$ cat config.mk
export PLATFORM = sky130hd
export DESIGN_NAME = sclkfiforead
export DESIGN_NICKNAME = d
export VERILOG_FILES = /design/src/rtl/sclkfiforead.sv
export SDC_FILE = /design/constraint.sdc
export NUM_CORES = 1
export LEC_CHECK = 0
export ABC_AREA = 1
export CAP_MARGIN = 20
export CORE_MARGIN = 2
export CORE_UTILIZATION = 42
export CTS_CLUSTER_SIZE = 24
export DETAILED_ROUTE_END_ITERATION = 6
export PLACE_DENSITY = 0.72
export SLEW_MARGIN = 20
export SYNTH_ARGS = -nofsm -noshare
export SYNTH_HDL_FRONTEND = slang
export SYNTH_SLANG_ARGS = --single-unit
$ cat constraint.sdc
create_clock -name clk -period 3.62 [get_ports clk]
set_input_delay 0.905 -clock clk [delete_from_list [all_inputs] [get_ports clk]]
set_output_delay 0.905 -clock clk [all_outputs]
set_load 0.05 [all_outputs]
$ cat src/rtl/sclkfiforead.sv
// Read-side adapter: drains a single-clock FIFO (1-cycle read latency) into a valid/ready stream.
// Optional accepted-word counter port out_count is enabled by defining SCLKFIFOREAD_COUNT_EN.
module sclkfiforead #(
  parameter int unsigned WIDTH = 32
) (
  input  logic             clk,
  input  logic             arst,
  output logic             ren,
  input  logic [WIDTH-1:0] rdata,
  input  logic             rempty,
  output logic             out_valid,
  input  logic             out_ready,
  output logic [WIDTH-1:0] out_data
`ifdef SCLKFIFOREAD_COUNT_EN
  ,
  output logic [15:0]      out_count
`endif
);

  logic [1:0]       occ_q, occ_d;
  logic             pend_q, pend_d;
  logic [1:0]       head_q, head_d;
  logic [1:0]       tail_q, tail_d;
  logic [WIDTH-1:0] buf_q [3];
  logic             cap, pop;

  function automatic logic [1:0] wrap_inc(input logic [1:0] p);
    return (p == 2'd2) ? 2'd0 : p + 2'd1;
  endfunction

  // Issue is gated on registered state only, so out_ready never reaches ren.
  assign ren       = !arst && !rempty && (({1'b0, occ_q} + {2'b00, pend_q}) < 3'd3);
  assign out_valid = (occ_q != 2'd0);
  assign out_data  = buf_q[head_q];
  assign cap       = pend_q;
  assign pop       = out_valid && out_ready;

  always_comb begin
    occ_d  = occ_q;
    pend_d = ren;
    head_d = head_q;
    tail_d = tail_q;
    if (cap) tail_d = wrap_inc(tail_q);
    if (pop) head_d = wrap_inc(head_q);
    case ({cap, pop})
      2'b10:   occ_d = occ_q + 2'd1;
      2'b01:   occ_d = occ_q - 2'd1;
      default: occ_d = occ_q;
    endcase
  end

  always_ff @(posedge clk or posedge arst) begin
    if (arst) begin
      occ_q  <= '0;
      pend_q <= 1'b0;
      head_q <= '0;
      tail_q <= '0;
      for (int unsigned i = 0; i < 3; i++) buf_q[i] <= '0;
    end else begin
      occ_q  <= occ_d;
      pend_q <= pend_d;
      head_q <= head_d;
      tail_q <= tail_d;
      if (cap) buf_q[tail_q] <= rdata;
    end
  end

`ifdef SCLKFIFOREAD_COUNT_EN
  logic [15:0] cnt_q, cnt_d;

  always_comb begin
    cnt_d = cnt_q;
    if (pop) cnt_d = cnt_q + 16'd1;
  end

  always_ff @(posedge clk or posedge arst) begin
    if (arst) cnt_q <= '0;
    else      cnt_q <= cnt_d;
  end

  assign out_count = cnt_q;
`endif

endmodule

Word-level counts from Yosys, hierarchy flattened
Index checks and enable logic that the tools add are counted.

storage, ports and cells
  bits in registers = 103
  bits of input ports = 36
  word-level logic and storage cells = 39

cells by class
  add/subtract/negate cells = 5
  order comparisons = 4
  eq/ne operators = 4
  muxes and demuxes = 9
  bitwise operators = 2
  reductions and logical operators = 8

operators by type and width
  cell                                                 number
  bitwise mux 96 bit                                   1
  2-to-1 mux 32 bit                                    3
  binary-select mux 32 bit (select 2 bit)              1
  demux 32 bit (select 2 bit)                          1
  adder 2 x 1 -> 2 bit (second input constant)         3
  == test 2 bit (second input constant)                3
  >= comparator 3 bit (second input constant)          2
  inverter 2 -> 3 bit                                  2
  logical AND 1 bit                                    4
  2-to-1 mux 2 bit                                     2
  one-hot mux 2 bit (2 select lines)                   1
  nonzero test 2 bit                                   2
  adder 2 x 1 -> 3 bit                                 1
  < comparator 3 x 1 -> 1 bit (second input constant)  1
  < comparator 3 x 2 -> 1 bit (second input constant)  1
  == test 2 x 1 -> 1 bit (second input constant)       1
  logical NOT 1 bit                                    2
  subtractor 2 x 1 -> 2 bit (second input constant)    1

Depth between registers and ports, before layout
  word-level depth = 6
  depth in mapped cells = 10

Worst setup path before layout
OpenSTA, ideal clock, no wires.

  kind = input to output
  start = in rempty
  end = out ren
  arrival = 1705 ps
  setup slack = 1010 ps
  stages = 3
  buffers on the path = 0
  cells stage by stage = nor2_1 -> nand2_1 -> nor2_1

on the way
  word-level cells in the longest chain between the ends = 3

ends and longest elaborated chain
  item                             RTL line  RTL
  start: declaration               10        input logic rempty,
  logical NOT 1 bit                32        assign ren = !arst && !rempty && (({1'b0, occ_q} + {2'b00, pend_q}) < 3'd3);
  logical AND 1 bit (2 in series)  32
  end: declaration                 8         output logic ren,

No other way between the ends.

Worst setup path in the final report
  start = reg head_q[0]
  end = out out_data[14]

on the way
  word-level cells in the longest chain between the ends = 4

ends and longest elaborated chain
  item                                                   RTL line  RTL
  start: declaration                                     22        logic [1:0] head_q, head_d;
  start signal: assignment                               56        head_q <= '0;
  start signal: assignment                               62        head_q <= head_d;
  inverter 2 -> 3 bit (not written as such)              34        assign out_data = buf_q[head_q];
  binary-select mux 32 bit (select 2 bit)                34
  2-to-1 mux 32 bit (not written as such) (2 in series)  34
  end: declaration                                       13        output logic [WIDTH-1:0] out_data

No other way between the ends. The select of a mux whose other input is x is not followed.

==> flow_metrics.py <==
metrics = {
    "timing": {
        "fin_crit_sh_pct": 79.9,
        "worstMarginPinSlew_ns": 0.624,
        "setup_slack_ns": 0.727,
        "rsz0062_at_grt": "no",
        "period_minus_slack_ns": 2.89,
        "final_setup_violation_count": 0,
        "max_clock_freq_mhz": 346,
        "hold_violations": 0,
        "worst_hold_slack_ns": 0.489,
        "timing_max_transition_violations_final": 0,
        "fin_skew_ns": 0.0109,
        "totalNegativeSetupSlack_ns": 0,
        "slew-limit-headroom_pct": 58.4,
    },
    "global_route": {
        "grt_remaining_overflow": 0,
        "combined_global_route_utilization_of_all_metal_layers_pct": 17.4,
        "global_route_wire_length_before_repair_um": 16000,
        "via_count_of_the_first_global_routing_pass": 3406,
        "grt_antenna_before_repair": 0,
        "largest_net_degree_at_the_start_of_global_routing": 56,
    },
    "logic_synthesis": {
        "synth_top_family_by_area": "simple AND/OR/NAND/NOR gates",
        "synth-simple-area-share_pct": 21.9,
        "compound_cell_area_share_of_the_yosys_netlist_pct": 12.2,
        "synth_seq_cells": 103,
        "yosys.cell_types.count": 18,
        "synthesis.area_um2": 4530,
        "synth_top_area_cell": "sky130_fd_sc_hd__dfrtp_1",
        "seq_area_frac_synth_pct": 56.9,
        "postSynthCellCount": 525,
        "synth.top_cell.area_share_pct": 56.9,
        "synth.net_count": 564,
        "avg_cell_area_syn_um2": 8.63,
        "synth_adder_area_share_pct": 0.829,
        "synth_xor_xnor_area_share_pct": 0.193,
        "ys.warnings.count": 0,
        "synth.top_cells.by_area": "sky130_fd_sc_hd__dfrtp_1 (57%), sky130_fd_sc_hd__nand2_1 (17%), sky130_fd_sc_hd__o21ai_1 (8.3%)",
        "synth.area.mux_share_pct": 0,
    },
    "power_and_ir_drop": {
        "power_frac_comb_pct": 53.6,
        "p_int_mw": 3.02,
        "p_leak_nw": 2.73,
        "p_switching_mw": 2.82,
        "power.ir.vdd_worst_mv": 0.718,
        "powerDensity_nw_per_um2": 1070,
        "total_power_mw": 5.84,
        "clock_group_share_of_total_power_pct": 11.5,
        "power.share.sequential_pct": 34.8,
        "power.switching_fraction_pct": 48.3,
    },
    "critical_path": {
        "reg2reg_setup_slack_ns": 1.89,
        "critical_path.top_delay_family": "simple AND/OR/NAND/NOR gates",
        "worstRegToRegCells": 4,
        "cp.required_ns": 2.71,
        "critical_path_cell_by_cell": "nor2_2 -> buf_4 -> nand2_1 -> nand3_1 -> buf_4",
        "slowest_stage": "sky130_fd_sc_hd__nor2_2",
        "crit_end_category": "output pin",
        "critPathArrivalTime_ns": 1.99,
        "worstPathMaxFanout": 12,
        "crit_path_max_incr_delay_ns": 0.48,
        "regToRegStartpoint": "cap$_DFF_PP0_",
        "setup_crit_start_kind": "flop",
        "rr_endpoint": "buf_q[26]$_DFFE_PP0P_",
        "cp.buffers_inverters": 2,
        "worstSetupPathType": "flop to output pin",
        "critical_path.most_common_cell": "sky130_fd_sc_hd__buf_4",
    },
    "finish": {
        "mostFrequentLayoutCell": "sky130_fd_sc_hd__nand2_1",
        "num-nets-final": 624,
        "area_growth_pct": 19.9,
        "post_route_cells_drive_above_1_share_pct": 14.1,
        "antennaDiodeCount": 0,
        "fillers": 957,
        "area.sequential_um2": 2580,
        "mostFrequentLayoutCells": "sky130_fd_sc_hd__nand2_1 (206), sky130_fd_sc_hd__dfrtp_1 (103), sky130_fd_sc_hd__o21ai_1 (75)",
        "finish.cell_count_without_fillers": 726,
        "multi_input_logic_area_um2": 1600,
    },
    "drt": {
        "num_vias": 3520,
        "met2_length_um": 4600,
        "wl_per_cell_um": 13.1,
        "maxUsedRoutingLayer": "met4",
        "drtIter0Drc": 168,
        "route.final.wire_length_um": 9500,
        "drc": 0,
        "drt-met1-wl_um": 4400,
        "route.detailed.vias_per_inst": 4.85,
        "antenna_left": 0,
        "met3_wirelength_um": 375,
        "first_pass_iters": 4,
    },
    "min_path": {
        "worst_hold_path.num_cells": 2,
        "hold_path.startpoint": "buf_q[44]$_DFFE_PP0P_",
        "hold_end": "buf_q[44]$_DFFE_PP0P_",
        "holdCritPathClass": "flop to flop",
    },
    "cts": {
        "postCtsSetupRepairBufs": 0,
        "clock_tree.htree_level_count": 3,
        "clock_input_transition_at_the_sequential_cells_of_the_worst_setup_and_hold_paths_ns": 0.10,
        "clock_tree_from_tritoncts": "done",
        "cts-buffers-inserted": 9,
        "cts_repair_resize_count": 0,
        "cts_root_buf": "sky130_fd_sc_hd__clkbuf_8",
        "cts.hold.buffers_added": 0,
        "cts_max_path_buffers": 2,
        "clock_insertion_delay_worst_skew_ns": 0.36,
        "cts_num_sinks": 103,
    },
    "floorplan": {
        "floorplan.io_pins": 70,
        "design.core.area_um2": 10400,
        "placementRows": 37,
        "full_die_area_um2": 11600,
        "initial_core_util_pct": 43.5,
        "dieHeight_um": 108,
        "die_width_um": 108,
    },
    "placement": {
        "detailed_place_hpwl_um": 6110,
        "place_ws_ns": 0.916,
        "place.detailed.instances": 710,
        "place_congestion": 0.739,
        "io_buffers": 69,
    },
    "run_status": {
        "run_status": "finished, final reports clean",
    },
    "job": {
        "cap_violations": 0,
    },
}
## tightest hold or removal path, cell delays in order (launching register included)
cell and delay, ns:
sky130_fd_sc_hd__dfrtp_1 0.35, sky130_fd_sc_hd__nand2_1 0.06, sky130_fd_sc_hd__o21ai_2 0.05
## flip-flops by register name, indices dropped and copies added, names as in the netlist
name,cells
cap,1
occ_q,2
head_q,2
buf_q,96
tail_q,2
## power by group through the flow
stage / Clock [mW] / Sequential (mW) / Combinational, mW
finish: 0.675 / 2.04 / 3.13
global route: 0.736 / 2.11 / 3.42
CTS: 0.694 / 2.03 / 3.17
detailed placement: 0 / 2.06 / 3.16
global placement: 0 / 2.03 / 3.11
floorplan: 0 / 1.98 / 2.32
## cells in the mapped netlist, drive strengths merged
cell type,number
nand3,36
clkbuf,4
ha,3
inv,43
dfrtp,103
nor2,5
nand2,206
nand4,1
xnor2,1
o21ai,98
buf,25
## area by class of cell
class	instances	share of cell area [%]
clock buffers	11	2.60
clock inverters	5	0.760
flip-flops and latches	103	47.4
repair buffers	78	13.6
well taps	136	3.13
inverters	43	3.02
multi-input cells	350	29.5
## worst max-delay path by stage
stage                                startpoint                   end  slack [ns]  depth (start not counted)
after floorplan                            arst  buf_q[0]$_DFFE_PP0P_        0.01                          1
after global placement                   rempty                   ren        0.93                          5
after detailed placement                 rempty                   ren        0.92                          5
after CTS                 head_q[0]$_DFFE_PP0P_           out_data[7]        0.69                          5
after global routing      head_q[0]$_DFFE_PP0P_           out_data[7]        0.60                          5
final                     head_q[0]$_DFFE_PP0P_          out_data[14]        0.73                          5
## stage by stage
stage               area [um2]  util [%]
finish                    5430      52.2
global route              5430      52.2
CTS                       5430      52.2
detailed placement        5250      50.4
global placement          5230      50.2
floorplan                 4530         -
## cell families (layout without fill, tap and decap cells)
group	after synthesis	count (layout)
simple gates	248	248
flops	103	103
compound gates	98	98
fa+ha+maj	3	3
xor+xnor	1	1
buf+inv	72	137
## per-layer routing
metal,GRT usage [%],vias up
met5,0,-
met4,5.59,0
met3,2.66,8
met2,29.6,76
met1,22.9,1658
li1,-,1778
Power figures use the tool's default switching activity.
